==> src/rtl/reflex_pkg.sv <==
// Shared definitions for the reaction-time readout: FSM states, BCD saturation
// constant and the active-low 7-segment patterns.
package reflex_pkg;

    typedef enum logic [2:0] {
        S_IDLE,
        S_READ,
        S_WAIT_DATA,
        S_CONVERT,
        S_DISPLAY
    } state_t;

    localparam logic [15:0] BCD_SAT   = 16'h9999;
    localparam logic [6:0]  SEG_ZERO  = 7'b1000000;
    localparam logic [6:0]  SEG_BLANK = 7'b1111111;

    // Segment order {g,f,e,d,c,b,a}, low = lit.
    function automatic logic [6:0] seg_decode(input logic [3:0] nib);
        case (nib)
            4'd0:    return SEG_ZERO;
            4'd1:    return 7'b1111001;
            4'd2:    return 7'b0100100;
            4'd3:    return 7'b0110000;
            4'd4:    return 7'b0011001;
            4'd5:    return 7'b0010010;
            4'd6:    return 7'b0000010;
            4'd7:    return 7'b1111000;
            4'd8:    return 7'b0000000;
            4'd9:    return 7'b0010000;
            default: return SEG_BLANK;
        endcase
    endfunction

endpackage

==> src/rtl/seg7_scan.sv <==
// Multiplexed 4-digit display scan: prescaler, digit rotation and registered
// segment decode of the selected BCD nibble.
module seg7_scan
    import reflex_pkg::*;
#(
    parameter int unsigned REFRESH_DIV = 100000
) (
    input  logic        ck,
    input  logic        reset,
    input  logic [15:0] bcd,
    output logic [6:0]  seg,
    output logic [3:0]  an
);

    localparam int unsigned PW = (REFRESH_DIV > 1) ? $clog2(REFRESH_DIV) : 1;

    logic [PW-1:0] prescale;
    logic [1:0]    digit;
    logic [1:0]    digit_nx;
    logic          wrap;

    always_comb begin
        wrap     = (prescale == PW'(REFRESH_DIV - 1));
        digit_nx = wrap ? digit + 2'd1 : digit;
    end

    // an and seg are both derived from digit_nx so they stay aligned.
    always_ff @(posedge ck or posedge reset) begin
        if (reset) begin
            prescale <= '0;
            digit    <= '0;
            an       <= 4'b1110;
            seg      <= SEG_ZERO;
        end else begin
            prescale <= wrap ? '0 : prescale + PW'(1);
            digit    <= digit_nx;
            an       <= ~(4'b0001 << digit_nx);
            seg      <= seg_decode(bcd[{digit_nx, 2'b00} +: 4]);
        end
    end

endmodule

==> src/rtl/reflex_readout.sv <==
// Reads stored reaction times or the error count, converts them to BCD with a
// sequential double-dabble and drives the 4-digit multiplexed display.
module reflex_readout
    import reflex_pkg::*;
#(
    parameter int unsigned DATA_W      = 14,
    parameter int unsigned ADDR_W      = 3,
    parameter int unsigned REFRESH_DIV = 100000
) (
    input  logic              ck,
    input  logic              reset,
    input  logic              next,
    input  logic              sel_err,
    input  logic [ADDR_W:0]   valid_count,
    input  logic [DATA_W-1:0] errors,
    output logic              mem_rd,
    output logic [ADDR_W-1:0] mem_addr,
    input  logic [DATA_W-1:0] mem_data,
    output logic              busy,
    output logic [15:0]       bcd,
    output logic [6:0]        seg,
    output logic [3:0]        an
);

    localparam int unsigned CW = $clog2(DATA_W + 1);

    state_t            state;
    logic [DATA_W-1:0] bin;
    logic [DATA_W-1:0] bin_shift;
    logic [DATA_W-1:0] err_q;
    logic [15:0]       bcd_work;
    logic [15:0]       bcd_adj;
    logic [15:0]       bcd_shift;
    logic [CW-1:0]     cnt;
    logic              sat;
    logic              pending;
    logic              sel_q;
    logic              sel_edge;
    logic              vc_zero;
    logic [ADDR_W:0]   addr_ext;
    logic              go_err;
    logic              go_read;
    logic              go_zero;
    logic [ADDR_W-1:0] rd_addr;

    function automatic logic over_sat(input logic [DATA_W-1:0] v);
        return 32'(v) > 32'd9999;
    endfunction

    always_comb begin
        bcd_adj = bcd_work;
        for (int unsigned i = 0; i < 4; i++) begin
            if (bcd_work[4*i +: 4] >= 4'd5)
                bcd_adj[4*i +: 4] = bcd_work[4*i +: 4] + 4'd3;
        end
        {bcd_shift, bin_shift} = {bcd_adj, bin} << 1;
    end

    // Start decisions for the two resting states; pending is treated like a
    // fresh selection edge so it reuses the same paths.
    always_comb begin
        sel_edge = (sel_err != sel_q);
        vc_zero  = (valid_count == '0);
        addr_ext = {1'b0, mem_addr};
        go_err   = 1'b0;
        go_read  = 1'b0;
        go_zero  = 1'b0;
        rd_addr  = mem_addr;
        case (state)
            S_IDLE: begin
                if (sel_err) begin
                    go_err = 1'b1;
                end else if (next) begin
                    go_zero = vc_zero;
                    go_read = !vc_zero;
                    rd_addr = '0;
                end
            end
            S_DISPLAY: begin
                if (sel_err) begin
                    go_err = pending || sel_edge || (errors != err_q);
                end else if (pending || sel_edge) begin
                    go_zero = vc_zero;
                    go_read = !vc_zero;
                    rd_addr = (addr_ext >= valid_count) ? '0 : mem_addr;
                end else if (next) begin
                    go_zero = vc_zero;
                    go_read = !vc_zero;
                    rd_addr = (addr_ext + (ADDR_W+1)'(1) >= valid_count) ? '0
                                                                         : mem_addr + ADDR_W'(1);
                end
            end
            default: ;
        endcase
    end

    always_ff @(posedge ck or posedge reset) begin
        if (reset) begin
            state    <= S_IDLE;
            mem_addr <= '0;
            mem_rd   <= 1'b0;
            busy     <= 1'b0;
            bcd      <= '0;
            pending  <= 1'b0;
            sel_q    <= 1'b0;
            err_q    <= '0;
            bin      <= '0;
            bcd_work <= '0;
            cnt      <= '0;
            sat      <= 1'b0;
        end else begin
            mem_rd <= 1'b0;
            sel_q  <= sel_err;
            if (busy && sel_edge)
                pending <= 1'b1;
            case (state)
                S_IDLE, S_DISPLAY: begin
                    pending <= 1'b0;
                    if (go_err) begin
                        bin      <= errors;
                        err_q    <= errors;
                        sat      <= over_sat(errors);
                        bcd_work <= '0;
                        cnt      <= '0;
                        busy     <= 1'b1;
                        state    <= S_CONVERT;
                    end else if (go_read) begin
                        mem_addr <= rd_addr;
                        mem_rd   <= 1'b1;
                        busy     <= 1'b1;
                        state    <= S_READ;
                    end else if (go_zero) begin
                        bcd   <= '0;
                        state <= S_DISPLAY;
                    end
                end
                S_READ: state <= S_WAIT_DATA;
                S_WAIT_DATA: begin
                    bin      <= mem_data;
                    sat      <= over_sat(mem_data);
                    bcd_work <= '0;
                    cnt      <= '0;
                    state    <= S_CONVERT;
                end
                S_CONVERT: begin
                    bcd_work <= bcd_shift;
                    bin      <= bin_shift;
                    cnt      <= cnt + CW'(1);
                    if (cnt == CW'(DATA_W - 1)) begin
                        bcd   <= sat ? BCD_SAT : bcd_shift;
                        busy  <= 1'b0;
                        state <= S_DISPLAY;
                    end
                end
                default: state <= S_IDLE;
            endcase
        end
    end

    seg7_scan #(
        .REFRESH_DIV(REFRESH_DIV)
    ) u_scan (
        .ck   (ck),
        .reset(reset),
        .bcd  (bcd),
        .seg  (seg),
        .an   (an)
    );

endmodule

==> config.mk <==
export PLATFORM = sky130hd
export DESIGN_NAME = reflex_readout
export DESIGN_NICKNAME = d
export VERILOG_FILES = /design/src/rtl/reflex_pkg.sv /design/src/rtl/seg7_scan.sv /design/src/rtl/reflex_readout.sv
export SDC_FILE = /design/constraint.sdc
export NUM_CORES = 1
export LEC_CHECK = 0
export ABC_CLOCK_PERIOD_IN_PS = 3100
export BUFFER_PORTS_ARGS = -buffer_cell sky130_fd_sc_hd__buf_4
export CORE_MARGIN = 5
export CORE_UTILIZATION = 53
export DETAILED_ROUTE_END_ITERATION = 8
export PLACE_DENSITY = 0.77
export SLEW_MARGIN = 10
export SYNTH_ARGS = -nofsm -noshare
export SYNTH_HDL_FRONTEND = slang
export SYNTH_SLANG_ARGS = --single-unit
==> constraint.sdc <==
create_clock -name ck -period 3.1 [get_ports ck]
set_input_delay 0.31 -clock ck [delete_from_list [all_inputs] [get_ports ck]]
set_output_delay 0.31 -clock ck [all_outputs]
set_load 0.03 [all_outputs]
==> qor.csv <==
metric,value,unit
Worst Hold Slack,56.86,ps
DP Worst Slack,26.76,ps
internal power,3.112,mW
routed len/inst,15.69,µm
layout cells sized above 1,18.87,%
DRC errors left,0,
Longest Clk Path Bufs,2,
Peak VDD IR,0.0004625,V
startpoint types,flip-flop,
min cycle time layout,3025,ps
area growth from synthesis to layout,16.76,%
Synth async-reset ratio,100.0,%
synthesized area,0.005487,mm²
Vias per Instance,5.595,
period utilization,97.57,%
"Distinct cells, synth",52,
initial DRC count,255,
fmax,330.6,MHz
endpoints failing setup,0,
Starting Density,53.63,%
fillers,805,
register area share after synthesis,47.98,%
Setup Skew,11.10,ps
sequential power share,40.9,%
max_cap viols,0,
synth warn,0,
Routed Antenna Nets,0,
Setup Crit Path Kind,flip-flop to flip-flop,
top post-synthesis cells by count,"101 x dfrtp_1, 71 x nand2_1, 41 x o21ai_0",
status,"finished, final reports clean",
reg2reg path depth,10,
Die H,111.7,µm
detailed placement HPWL,8962,µm
CTS tree,done,
Port-buffer cells,67,
Worst-Skew Late Latency,380,ps
Slew @ Worst Pin,1176,ps
Lkg Pwr,3.080,nW
clock root cell,clkbuf_8,
Rel. slew slack,21.59,%
power share of the clock group,14.6,%
Sum Neg Setup Slack,0,ps
"Primary FF master, synth",dfrtp_1,
Worst Setup End Kind,flip-flop,
Worst R2R Setup Slack,80,ps
"flops & latches, synth",105,
Clock transition at path regs,100,ps
global-route usage over all layers,20.45,%
die width,111.7,µm
total grt overflow,0,
initial antenna violation count,0,
"Avg Cell Area, Syn",9.832,µm²
clk sinks,105,
nets@finish,691,
capturing point of the worst reg2reg path,u_scan.seg[5]$_DFF_PP0_,
H-tree levels,3,
Num CTS Buffers,9,
GP Congestion,0.8798,
switching share of total power,41.67,%
"EDFF count, synth",0,
"top cells by area, synth","dfrtp_1 46%, ha_1 5.5%, nand2_1 4.9%",
Post-CTS Hold Fix Bufs,0,
syn_nets,618,
DRT Wirelength,12120,µm
RSZ-0062 raised after global routing,yes,
drt first pass iters,5,
Final WS setup,75.40,ps
crit-path max FO,5,
share of the synthesized area in the top cell type,46.07,%
FF-to-FF Start,u_scan.prescale[6]$_DFF_PP0_,
core area,0.01023,mm²
Antenna diodes,0,
boundary pin count,68,
NetSw,2.223,mW
Slew Limit Fails,0,
row count,37,
WP data required,3370,ps
Layout Utilization,62.61,%
Gate power share,44.5,%
global-route wire length before repair,21130,µm
overall power,5.335,mW
Mapped Cells,558,
endpoints failing hold,0,
via count,4319,
die area,0.01249,mm²
vias in the first global route,4408,
pin count of the biggest net entering global routing,64,
cell area power density,832.9,mW/mm²
largest area contributor in the netlist,dfrtp_1,
Worst Hold Class,primary input to asynchronous set/reset pin,
most numerous cell in the Yosys netlist,dfrtp_1,
crit path DAT,3300,ps
-- power groups by stage --
stage	logic, mW	clock network [mW]	registers (mW)
after floorplan	1.44	0	2.36
after global placement	2.28	0	2.18
after detailed placement	2.38	0	2.20
after CTS	2.38	0.802	2.18
after global routing	2.66	0.863	2.25
final	2.37	0.780	2.18
-- registers in the layout, indices dropped and copies added (netlist names) --
signal           flops
sel_q                1
u_scan.seg           7
cnt                  4
sat                  1
pending              1
bin                 14
mem_addr             3
bcd_work            16
state                3
busy                 1
u_scan.an            4
u_scan.digit         2
bcd                 16
u_scan.prescale     17
err_q               14
mem_rd               1
-- logic make-up (layout without fill, tap and decap cells) --
group,after synthesis,in the layout,share of synthesized area (%)
compound gates,124,124,15.35
xor+xnor,35,35,5.587
fa+ha+maj,24,24,5.473
buf+inv,62,140,4.241
flops,105,105,47.98
mux,32,32,6.043
simple gates,176,176,15.33
-- layout by cell type, fill, tap and decap left out, types with 4 or more instances in the layout --
| cell type | instances |
|---|---|
| nor2b_1 | 8 |
| nor3_1 | 5 |
| ha_1 | 24 |
| nor2_1 | 38 |
| nor4_1 | 5 |
| nand3_1 | 12 |
| o31ai_1 | 14 |
| dfstp_2 | 4 |
| dfrtp_1 | 101 |
| o21ai_0 | 41 |
| inv_1 | 38 |
| nor3b_1 | 4 |
| a21oi_1 | 18 |
| xor2_1 | 20 |
| nand2_1 | 71 |
| mux2_2 | 9 |
| xnor2_1 | 15 |
| o2bb2ai_1 | 8 |
| nand2b_1 | 13 |
| o41ai_1 | 4 |
| buf_4 | 83 |
| o221ai_1 | 14 |
| mux2i_1 | 22 |
| nand4_1 | 4 |
| clkbuf_8 | 10 |
| and3_1 | 7 |
-- final cells by class --
class / instances / area (µm²) / share of cell area [%]
Timing Repair Buffer: 83 / 623.1 / 9.727
Clock inverter: 4 / 27.53 / 0.4297
Tap cell: 136 / 170.2 / 2.656
Clock buffer: 12 / 145.1 / 2.266
Sequential cell: 105 / 2633 / 41.09
Inverter: 41 / 156.4 / 2.441
Multi-Input combinational cell: 391 / 2651 / 41.39
-- metal layers --
layer	track usage (%)	wire length, µm	vias up
met3	4.076	569	31
met2	33.17	5816	102
met4	7.380	330	0
met5	0	0	-
li1	-	-	2101
met1	27.39	5398	2085
-- worst max-delay path: stages, from the launching register on --
cell      delay [ps]
dfrtp_1          430
or4b_1           610
nor4_4           280
buf_4            200
mux2i_4          290
inv_1            100
o221ai_1         270
inv_1            130
ha_1             210
and2_1           130
o31a_1           270
-- worst max path at each step --
stage	start	end	slack (ps)
floorplan	reset	bcd[0]$_DFFE_PP0P_	40
global placement	u_scan.prescale[13]$_DFF_PP0_	u_scan.seg[5]$_DFF_PP0_	210
global route	u_scan.prescale[6]$_DFF_PP0_	u_scan.seg[5]$_DFF_PP0_	2
finish	u_scan.prescale[6]$_DFF_PP0_	u_scan.seg[5]$_DFF_PP0_	80
CTS	u_scan.prescale[13]$_DFF_PP0_	u_scan.seg[5]$_DFF_PP0_	20
detailed placement	u_scan.prescale[13]$_DFF_PP0_	u_scan.seg[5]$_DFF_PP0_	30
-- repair_timing --
item                                    in CTS  in global routing
gates resized for setup                      1                  2
pin swaps                                    0                  2
setup buffers                                0                  1
endpoints found under the setup margin       1                  3
-- stage by stage --
stage,instances,instance area (µm²)
floorplan,558,5487
global placement,755,6202
detailed placement,755,6202
CTS,771,6379
global route,772,6406
finish,772,6406
(Power assumes the default switching activity.)
